`config.mk`:
```
export PLATFORM = sky130hd
export DESIGN_NAME = fifo_rd_ctrl
export DESIGN_NICKNAME = d
export VERILOG_FILES = /design/src/rtl/fifo_rd_ctrl.sv
export SDC_FILE = /design/constraint.sdc
export NUM_CORES = 1
export LEC_CHECK = 0
export ABC_CLOCK_PERIOD_IN_PS = 3200
export BUFFER_PORTS_ARGS = -buffer_cell sky130_fd_sc_hd__buf_2
export CAP_MARGIN = 20
export CORE_UTILIZATION = 49
export CTS_CLUSTER_DIAMETER = 150
export DETAILED_ROUTE_END_ITERATION = 6
export PLACE_DENSITY = 0.78
export SYNTH_ARGS = -nofsm -noshare
export SYNTH_HDL_FRONTEND = slang
export SYNTH_SLANG_ARGS = --single-unit
```
`constraint.sdc`:
```
create_clock -name i_RD_clk -period 3.2 [get_ports i_RD_clk]
set_input_delay 0.32 -clock i_RD_clk [delete_from_list [all_inputs] [get_ports i_RD_clk]]
set_output_delay 0.32 -clock i_RD_clk [all_outputs]
set_load 0.02 [all_outputs]
```
`src/rtl/fifo_rd_ctrl.sv`:
```
// Read-clock-domain half of an asynchronous FIFO: write-pointer synchroniser,
// binary/Gray read pointers, registered empty flag, fill level and underflow.
module fifo_rd_ctrl #(
  parameter int WIDTH     = 8,
  parameter int DEPTH     = 4,
  parameter int AE_THRESH = 2
) (
  input  logic             i_RD_clk,
  input  logic             i_RD_Rst_n,
  input  logic             i_RD_En,
  input  logic             i_Clr_Err,
  input  logic [DEPTH:0]   i_WR_Gray_Ptr,
  input  logic [WIDTH-1:0] i_RAM_Data,
  output logic [DEPTH-1:0] o_RD_Addr,
  output logic [DEPTH:0]   o_RD_Gray_Ptr,
  output logic [WIDTH-1:0] o_RD_Data,
  output logic             o_RD_Valid,
  output logic             o_Empty,
  output logic             o_Almost_Empty,
  output logic [DEPTH:0]   o_RD_Level,
  output logic             o_Underflow
);

  logic [DEPTH:0]   wq1;
  logic [DEPTH:0]   wq2;
  logic [DEPTH:0]   bin;
  logic [DEPTH:0]   gray;
  logic [DEPTH:0]   bin_next;
  logic [DEPTH:0]   gray_next;
  logic [DEPTH:0]   wbin;
  logic [DEPTH:0]   level;
  logic             empty;
  logic             rd_valid;
  logic             underflow;
  logic [WIDTH-1:0] rd_data;
  logic             rd_acc;

  assign rd_acc    = i_RD_En & ~empty;
  assign bin_next  = bin + {{DEPTH{1'b0}}, rd_acc};
  assign gray_next = (bin_next >> 1) ^ bin_next;

  // Plain two-flop synchroniser; only wq2 may be used by downstream logic.
  always_ff @(posedge i_RD_clk or negedge i_RD_Rst_n) begin
    if (!i_RD_Rst_n) begin
      wq1 <= '0;
      wq2 <= '0;
    end else begin
      wq1 <= i_WR_Gray_Ptr;
      wq2 <= wq1;
    end
  end

  // Empty is computed from the next pointer so the last-word read closes it on the same edge.
  always_ff @(posedge i_RD_clk or negedge i_RD_Rst_n) begin
    if (!i_RD_Rst_n) begin
      bin   <= '0;
      gray  <= '0;
      empty <= 1'b1;
    end else begin
      bin   <= bin_next;
      gray  <= gray_next;
      empty <= (gray_next == wq2);
    end
  end

  always_ff @(posedge i_RD_clk or negedge i_RD_Rst_n) begin
    if (!i_RD_Rst_n) begin
      rd_data  <= '0;
      rd_valid <= 1'b0;
    end else begin
      rd_valid <= rd_acc;
      if (rd_acc) rd_data <= i_RAM_Data;
    end
  end

  // Setting wins over clearing so a simultaneous underflow is never lost.
  always_ff @(posedge i_RD_clk or negedge i_RD_Rst_n) begin
    if (!i_RD_Rst_n) begin
      underflow <= 1'b0;
    end else if (i_RD_En & empty) begin
      underflow <= 1'b1;
    end else if (i_Clr_Err) begin
      underflow <= 1'b0;
    end
  end

  always_comb begin
    wbin = '0;
    for (int i = 0; i <= DEPTH; i++) begin
      wbin[i] = ^(wq2 >> i);
    end
  end

  assign level          = wbin - bin;
  assign o_RD_Level     = level;
  assign o_Almost_Empty = (level <= (DEPTH+1)'(AE_THRESH));
  assign o_RD_Addr      = bin[DEPTH-1:0];
  assign o_RD_Gray_Ptr  = gray;
  assign o_RD_Data      = rd_data;
  assign o_RD_Valid     = rd_valid;
  assign o_Empty        = empty;
  assign o_Underflow    = underflow;

endmodule

```
==> flow_summary.ini, run 1 <==
[grt]
grt_pass1_wl_microns = 3750
antenna_found_initial = 0
grt_max_degree = 31
first_global_vias = 887
grt_overflow = 0
grt_use_total = 0.195

[sta]
rsz0062_at_grt = yes
fin_crit_sh = 1.05
finalSetupTns_ps = -222
hold_viol = 0
worst_slew_pin_slew_ps = 642
max_freq_mhz = 296
fin_skew_ps = 5.68
fin_ws_ps = -173
hold_ws_ps = 18.8
period_needed_ps = 3370
slew_headroom = 0.572
drv_slew = 0
setup_viol = 2

[clock_tree]
htreeDepth = 2
numClockSinks = 30
cts_tree = done
numCtsBuffers = 5
clk_latency_ps = 310
cts_root_buf = clkbuf_4
clockBufferDepth = 2
path_clk_slew_ps = 90

[run]
cap_violations = 0

[routing]
avgRoutedWirePerCell_microns = 13.3
viasPerCell = 4.95
ant_nets = 0
drtIter0Drc = 3
drt-total-wl_microns = 2400
drc = 0
drtPass1Iterations = 4
num_vias = 891

[logic_synthesis]
synth_nets = 120
synth_cell_type_count = 23
synth_top_area_frac = 0.561
yosysSeqAreaShare = 0.582
synthCells = 96
yosys-top-cells-area = dfrtp_1 (56%), xnor2_1 (7.5%), mux2_2 (7.0%)
yosys.area.top_type = dfrtp_1
synth.cell_area_sq_mm = 0.00129
ys_ff_latch = 30
syn_area_per_cell_sq_um = 13.5
synth_warnings = 0

[run_status]
status = finished, violations left
violations = setup timing

[finish]
seq_area_sq_um = 752
fin_util = 0.681
instances_no_fill = 180
fill_cells = 200
syn_to_final_growth_pct = 30.5
layout_commonest_cell = buf_2
nets = 174
drive_above_1_share = 0.507
layout_common_cells = buf_2 (41), dfrtp_1 (29), xnor2_1 (10)
diodes = 0
multi_input_area_sq_um = 562

[placed_design]
dp.final_hpwl_microns = 1780
io_buffers = 42
dp.cells = 169
globalplace.congestion = 0.812

[critical_path]
critPathRequiredTime_ps = 2880
crit_path_frequent_cell = xor2_2
criticalPathCategory = reg -> out
crit_buf_inv = 2
crit_path_top_delay_cell = dfrtp_1
critPathMaxStageDelay_ps = 430
cp_data_arrival_time_ps = 3050
endpoint_kind = primary output
cp_max_fo = 2
start_kind = register
path_cells = xor2_2 > xor2_2 > xor2_1 > xnor2_1 > ha_2 > inv_2 > fa_2 > a21o_1 > a21oi_2 > xnor2_2 > a2111oi_4 > buf_4
critical-path-top-delay-family = XOR/XNOR gates

[die]
coreArea_sq_mm = 0.00248
die_area_sq_mm = 0.00285
die_h_microns = 53.4
rows = 18
initial_core_util = 0.522
io_pins = 43
die_w_microns = 53.4

[pwr]
power_density_mw_per_mm2 = 1080
vdd_drop_max_mv = 0.687
totalPowerFinal_mw = 1.81
leakagePower_nw = 0.816

[worst_hold_path]
hold_path.class = in -> async
## worst paths after layout
| path | startpoint | end | slack (ps) | depth (start not counted) |
|---|---|---|---|---|
| worst min-delay path | i_RD_Rst_n | bin[3] | 20 | 1 |
| worst max-delay path | wq2[3] | o_Almost_Empty | -170 | 12 |
| min in group i_RD_clk | i_WR_Gray_Ptr[4] | wq1[4] | 110 | 1 |
| worst max register to register | o_Empty | o_Empty | 730 | 9 |
| max in group asynchronous | i_RD_Rst_n | wq2[1] | 2760 | 1 |
| worst min register to register | wq1[2] | wq2[2] | 350 | 0 |
## sequential cells by signal, indices dropped and copies added (netlist names)
name and flops:
o_RD_Valid 1, o_Empty 1, bin 5, o_Underflow 1, wq1 5, o_RD_Gray_Ptr 4, o_RD_Data 8, wq2 5
## Yosys cell counts (all sizes together)
library cell / number
nand2b: 1
and2: 1
a221oi: 1
a2111oi: 1
mux2: 8
o21a: 1
clkbuf: 1
a21o: 1
xnor2: 11
inv: 8
o21ai: 2
fa: 1
or3: 3
dfstp: 1
dfrtp: 29
ha: 6
nand2: 3
a21oi: 1
nand3: 4
xor2: 10
nor2b: 2
## final cells by class
class,count,area share
clock buffer,5,0.0223
clock inverter,2,0.00593
inverter,8,0.0178
multi-input combinational,57,0.333
sequential,30,0.446
tap,30,0.0223
timing repair buffer,48,0.153
## per-layer routing
metal,GRT usage,vias to the layer above,share of wire
met4,0.0965,0,0.015
met2,0.335,31,0.55
met3,0.0632,6,0.048
met5,0,-,0
li1,-,426,-
met1,0.212,428,0.39
## kinds of logic after synthesis
family | after synthesis | share of synthesized area
AO/OA/AOI/OAI | 7 | 0.0416
XOR/XNOR | 21 | 0.148
adder cells (fa/ha/maj) | 7 | 0.0736
buffers and inverters | 9 | 0.0261
flip-flops | 30 | 0.582
multiplexers | 8 | 0.0697
AND/OR/NAND/NOR | 14 | 0.0591
## power breakdown
| group | leakage, nW | switching, mW | internal [mW] | total [mW] |
|---|---|---|---|---|
| clock | 0.0308 | 0.117 | 0.0788 | 0.196 |
| combinational | 0.434 | 0.620 | 0.438 | 1.06 |
| sequential | 0.351 | 0.0749 | 0.486 | 0.560 |
| total | 0.816 | 0.812 | 1.00 | 1.81 |
## metrics by stage
stage	instance area, sq um	setup WS, ps
final	1690	-173
after CTS	1670	-155
after detailed placement	1580	-8.24
after global placement	1580	99.9
after global routing	1690	-370
after floorplan	1320	43.1
## repair_timing
item | CTS | global route
gates resized for setup | 5 | 3
setup endpoints to repair | 2 | 3
buffers inserted | 3 | 1
pin swaps | 10 | 2
hold buffers | 0 | 0
Note: power is estimated with default switching activity, not from simulation.
==> run 2: changes to the inputs <==
--- a/config.mk
+++ b/config.mk
@@ -5,10 +5,11 @@
 export SDC_FILE = /design/constraint.sdc
 export NUM_CORES = 1
 export LEC_CHECK = 0
+export ABC_AREA = 1
 export ABC_CLOCK_PERIOD_IN_PS = 3200
 export BUFFER_PORTS_ARGS = -buffer_cell sky130_fd_sc_hd__buf_2
 export CAP_MARGIN = 20
-export CORE_UTILIZATION = 49
+export CORE_UTILIZATION = 50
 export CTS_CLUSTER_DIAMETER = 150
 export DETAILED_ROUTE_END_ITERATION = 6
 export PLACE_DENSITY = 0.78
==> run 2 against run 1 <==
The run ends with hold timing left. Clock skew about the same. Register-to-register slack improved by 370 ps. Final cell count is 34% higher. Largest cell class unchanged.
==> flow_summary.ini, run 2 <==
[run_status]
status = finished, violations left
violations = hold timing

[die]
initial_core_util = 0.545
coreArea_sq_mm = 0.00257
die_area_sq_mm = 0.00301
rows = 18
die_w_microns = 54.9
io_pins = 43
die_h_microns = 54.9

[critical_path]
crit_path_top_delay_cell = dfrtp_1
reg2reg_setup_slack_ps = 1100
crit_buf_inv = 2
crit_path_frequent_cell = xor2_2
path_cells = xor2_2 > xor2_2 > xor2_1 > ha_1 > inv_1 > fa_2 > nand3_1 > nand2_1 > xnor2_1 > nor3_1 > buf_2
criticalPathCategory = reg -> out
worstReg2RegEnd = o_Empty
crit_cells = 11
r2r_start = o_Empty
endpoint_kind = primary output
cp_max_fo = 3
critical-path-top-delay-family = XOR/XNOR gates
cp_data_arrival_time_ps = 2650
start_kind = register
worstRegToRegCells = 11
critPathMaxStageDelay_ps = 440
critPathRequiredTime_ps = 2880

[logic_synthesis]
synthAdderAreaFrac = 0.0680
synth_compound_area_frac = 0.00716
synthXorXnorAreaFrac = 0.0546
yosysSeqAreaShare = 0.538
synth_most_common_cell = nand2_1
async_flop_share = 1.00
synth-main-ff-cell = dfrtp_1
synth.cell_area_sq_mm = 0.00140
ys_ff_latch = 30
synth_warnings = 0
yosys-top-cells-area = dfrtp_1 (52%), nand2_1 (19%), inv_1 (6.2%)
syn_area_per_cell_sq_um = 8.69
post_synth_and_or_nand_nor_area_fraction = 0.271
synth_edf_count = 0
yosys.area.top_type = dfrtp_1
synth_top_family_by_area = simple AND/OR/NAND/NOR gates
ys_top_cells_by_count = nand2_1 (69), dfrtp_1 (29), inv_1 (23)
synth_cell_type_count = 17
muxShareOfSynthArea = 0
synth_nets = 185
synthCells = 161
synth_top_area_frac = 0.519

[sta]
slew_headroom = 0.584
setup_viol = 0
rsz0062_at_grt = no
max_freq_mhz = 337
fin_crit_sh = 0.927
fin_skew_ps = 5.72
hold_viol = 16
worst_slew_pin_slew_ps = 624
hold_ws_ps = -5.21
drv_slew = 0
finalSetupTns_ps = 0
period_needed_ps = 2970
fin_ws_ps = 232

[routing]
drc = 0
drtIter0Drc = 15
num_vias = 1194
drt-total-wl_microns = 2700
ant_nets = 0
avgRoutedWirePerCell_microns = 11.2
viasPerCell = 4.93
drtPass1Iterations = 4

[clock_tree]
cts_root_buf = clkbuf_4
hold_buffers = 0
path_clk_slew_ps = 100
clockBufferDepth = 2
cts_tree = done
numCtsBuffers = 5
numClockSinks = 30
htreeDepth = 2
clk_latency_ps = 330

[grt]
first_global_vias = 1029
grt_overflow = 0
grt_use_total = 0.203
grt_pass1_wl_microns = 4070
antenna_found_initial = 0
grt_max_degree = 31

[finish]
layout_common_cells = nand2_1 (69), buf_2 (42), dfrtp_1 (29)
instances_no_fill = 242
largest_reg_flops = 8
nets = 235
drive_above_1_share = 0.269
diodes = 0
syn_to_final_growth_pct = 24.5
layout_commonest_cell = nand2_1

[pwr]
leakagePower_nw = 1.02
p_comb_frac = 0.535
power_density_mw_per_mm2 = 1040
clkPwrFrac = 0.162
netSwitchingPower_mw = 0.834
intPower_mw = 0.974
switching_share = 0.461
power_frac_seq = 0.303
vdd_drop_max_mv = 0.853

[placed_design]
globalplace.congestion = 0.856
dp.cells = 233
dp.final_hpwl_microns = 2030
io_buffers = 42
pre_cts_ws_ps = 578

[run]
cap_violations = 0

[worst_hold_path]
hold_path.class = in -> async
run 2: changes by cell type in the layout (fill, tap and decap cells not counted), moves of 2 or more:
cell	delta
nand2_1	+66
inv_1	+16
nand3_1	+11
mux2_2	-8
xnor2_1	-8
buf_4	-6
xor2_1	-5
nand4_1	+3
nor2_1	+2
nor2b_1	-2
run 2: worst max-delay path by stage:
stage,from,to,slack [ps]
after CTS,wq2[4],o_Almost_Empty,190
after floorplan,wq2[4],o_Almost_Empty,420
after global routing,wq2[3],o_Almost_Empty,10
final,wq2[3],o_Almost_Empty,230
after global placement,wq2[4],o_Almost_Empty,670
after detailed placement,wq2[4],o_Almost_Empty,580
run 2: per-layer routing:
layer	GRT usage	part of all wire
met1	0.199	0.41
met2	0.367	0.51
met3	0.0738	0.060
met4	0.108	0.025
met5	0	0
run 2: timing repair:
action | in CTS | in global routing
resized for setup | 0 | 2
setup endpoints to repair | 0 | 1
setup buffers | 0 | 1
run 2: area by class of cell:
class | instances | area (sq um)
Multi-Input combinational cell | 108 | 571
Sequential cell | 30 | 752
Clock buffer | 5 | 37.5
Timing Repair Buffer | 43 | 218
Fill cell | 231 | 826
Tap cell | 30 | 37.5
Clock inverter | 3 | 40.0
Inverter | 23 | 86.3
run 2: power by group through the flow:
stage / Clock (mW) / Sequential, mW / Combinational, mW
detailed placement: 0 / 0.554 / 0.946
floorplan: 0 / 0.653 / 0.576
global route: 0.312 / 0.559 / 1.10
CTS: 0.302 / 0.548 / 0.950
global placement: 0 / 0.549 / 0.913
finish: 0.293 / 0.547 / 0.968
run 2: cells by family (layout without fill, tap and decap cells):
family,Yosys count,in the layout
flops,30,30
buf+inv,23,74
fa+ha+maj,7,7
compound gates,2,2
simple gates,92,92
xor+xnor,7,7
run 2: per-stage QoR:
stage | cell area, sq um | utilization | hold slack [ps] | power (mW)
after floorplan | 1400 | - | 24.4 | 1.23
after global placement | 1650 | 0.641 | 333 | 1.46
after detailed placement | 1650 | 0.641 | 339 | 1.50
after CTS | 1720 | 0.672 | 6.10 | 1.80
after global routing | 1740 | 0.678 | 39.1 | 1.97
final | 1740 | 0.678 | -5.21 | 1.81
==> run 3: changes to the inputs <==
--- a/config.mk
+++ b/config.mk
@@ -9,10 +9,9 @@
 export ABC_CLOCK_PERIOD_IN_PS = 3200
 export BUFFER_PORTS_ARGS = -buffer_cell sky130_fd_sc_hd__buf_2
 export CAP_MARGIN = 20
-export CORE_UTILIZATION = 50
+export CORE_UTILIZATION = 40
 export CTS_CLUSTER_DIAMETER = 150
 export DETAILED_ROUTE_END_ITERATION = 6
-export PLACE_DENSITY = 0.78
 export SYNTH_ARGS = -nofsm -noshare
 export SYNTH_HDL_FRONTEND = slang
 export SYNTH_SLANG_ARGS = --single-unit
==> run 3 against run 2 <==
The flow now finishes without violations. Via count decreased by 2.2%. Die area is 24% higher. Clock power fell by 20%. Non-clock buffer count unchanged. Core utilization shrank 16 points. Final cell count rose by 6.6%. Sequential share of layout area up 0.16 points. Sequential power is essentially flat. Sequential cell count did not move. Setup slack better by 25 ps. Critical path type unchanged. Largest power group unchanged. Highest routed layer unchanged.
==> flow_summary.ini, run 3 (synthesis gave the netlist of run 2 again) <==
[run_status]
status = finished clean

[finish]
fill_cells = 341
fin_util = 0.520
largest_reg_flops = 8
layout_common_cells = nand2_1 (69), buf_2 (42), dfrtp_1 (29)
layout_commonest_cell = nand2_1
nets = 235
diodes = 0
syn_to_final_growth_pct = 24.1
drive_above_1_share = 0.255

[pwr]
clkPwrFrac = 0.135
leakagePower_nw = 1.00
netSwitchingPower_mw = 0.824
vdd_drop_max_mv = 0.367
switching_share = 0.476
p_comb_frac = 0.548
power_frac_seq = 0.317
power_density_mw_per_mm2 = 999
totalPowerFinal_mw = 1.73
intPower_mw = 0.909

[critical_path]
path_cells = xor2_2 > xor2_2 > xor2_1 > ha_1 > inv_1 > fa_2 > xnor2_1 > nand2_1 > nor3_1 > buf_2
crit_buf_inv = 2
critPathMaxStageDelay_ps = 440
critical-path-top-delay-family = XOR/XNOR gates
start_kind = register
crit_path_frequent_cell = xor2_2
criticalPathCategory = reg -> out
worstRegToRegCells = 13
crit_path_top_delay_cell = dfrtp_1
cp_max_fo = 3
critPathRequiredTime_ps = 2880
endpoint_kind = primary output
reg2reg_setup_slack_ps = 1080
r2r_start = o_Empty
worstReg2RegEnd = o_Empty
cp_data_arrival_time_ps = 2620

[sta]
drv_slew = 0
hold_ws_ps = 16.1
rsz0062_at_grt = yes
slew_headroom = 0.559
hold_viol = 0
fin_crit_sh = 0.920
fin_skew_ps = 9.68
finalSetupTns_ps = 0
max_freq_mhz = 340
worst_slew_pin_slew_ps = 661
setup_viol = 0
period_needed_ps = 2940

[grt]
grt_max_degree = 31
grt_use_total = 0.181
grt_pass1_wl_microns = 4710
antenna_found_initial = 0
first_global_vias = 1098
grt_overflow = 0

[routing]
viasPerCell = 4.53
drt-total-wl_microns = 2870
drc = 0
num_vias = 1168
drtIter0Drc = 42
avgRoutedWirePerCell_microns = 11.1
drtPass1Iterations = 4
ant_nets = 0

[die]
rows = 21
io_pins = 43
coreArea_sq_mm = 0.00334
die_area_sq_mm = 0.00374
die_w_microns = 61.1
initial_core_util = 0.419
die_h_microns = 61.1

[clock_tree]
cts_tree = done
cts_root_buf = clkbuf_4
numCtsBuffers = 5
path_clk_slew_ps = 90
numClockSinks = 30
clk_latency_ps = 320
clockBufferDepth = 2
cts_setup_buffers = 0
htreeDepth = 2

[run]
cap_violations = 0

[placed_design]
dp.final_hpwl_microns = 2210
io_buffers = 42
globalplace.congestion = 0.765

[worst_hold_path]
hold_path.class = in -> async
==> run 3: power groups by stage <==
stage	registers, mW	logic (mW)	clock network [mW]
2_1_floorplan	0.653	0.576	0
3_3_place_gp	0.553	0.926	0
3_5_place_dp	0.558	0.953	0
4_1_cts	0.552	0.958	0.243
5_1_grt	0.567	1.09	0.261
6_report	0.550	0.950	0.233
==> run 3: final cells by class <==
class                   instances  area, sq um  share of cell area
multi-input cells             108          563               0.324
repair buffers                 43          218               0.125
clock buffers                   8         58.8              0.0339
well taps                      46         57.6              0.0332
inverters                      23         86.3              0.0497
flip-flops and latches         30          752               0.433
==> run 3: metrics by stage <==
stage | std cells | cell area [sq um] | setup slack, ps
final | 258 | 1740 | 257
after global routing | 258 | 1740 | -17.3
after CTS | 258 | 1730 | 167
after detailed placement | 250 | 1670 | 547
after global placement | 250 | 1670 | 665
after floorplan | 161 | 1400 | 419
==> run 3: worst max path at each step <==
stage / slack [ps] / to / cells after the start / startpoint
after detailed placement: 550 / o_Almost_Empty / 10 / wq2[4]
after global placement: 660 / o_Almost_Empty / 10 / wq2[4]
final: 260 / o_Almost_Empty / 10 / wq2[3]
after CTS: 170 / o_Almost_Empty / 10 / wq2[4]
after floorplan: 420 / o_Almost_Empty / 10 / wq2[4]
after global routing: -20 / o_Almost_Empty / 11 / wq2[3]
==> run 3: what timing repair did <==
item                                    CTS  global route
hold buffers                              0             0
endpoints found under the setup margin    0             1
resized for setup                         0             1
==> run 3: per-layer routing <==
layer / track usage / wire (microns)
met1: 0.198 / 1180
met2: 0.323 / 1510
met5: 0 / 0
met3: 0.0630 / 134
met4: 0.0682 / 46
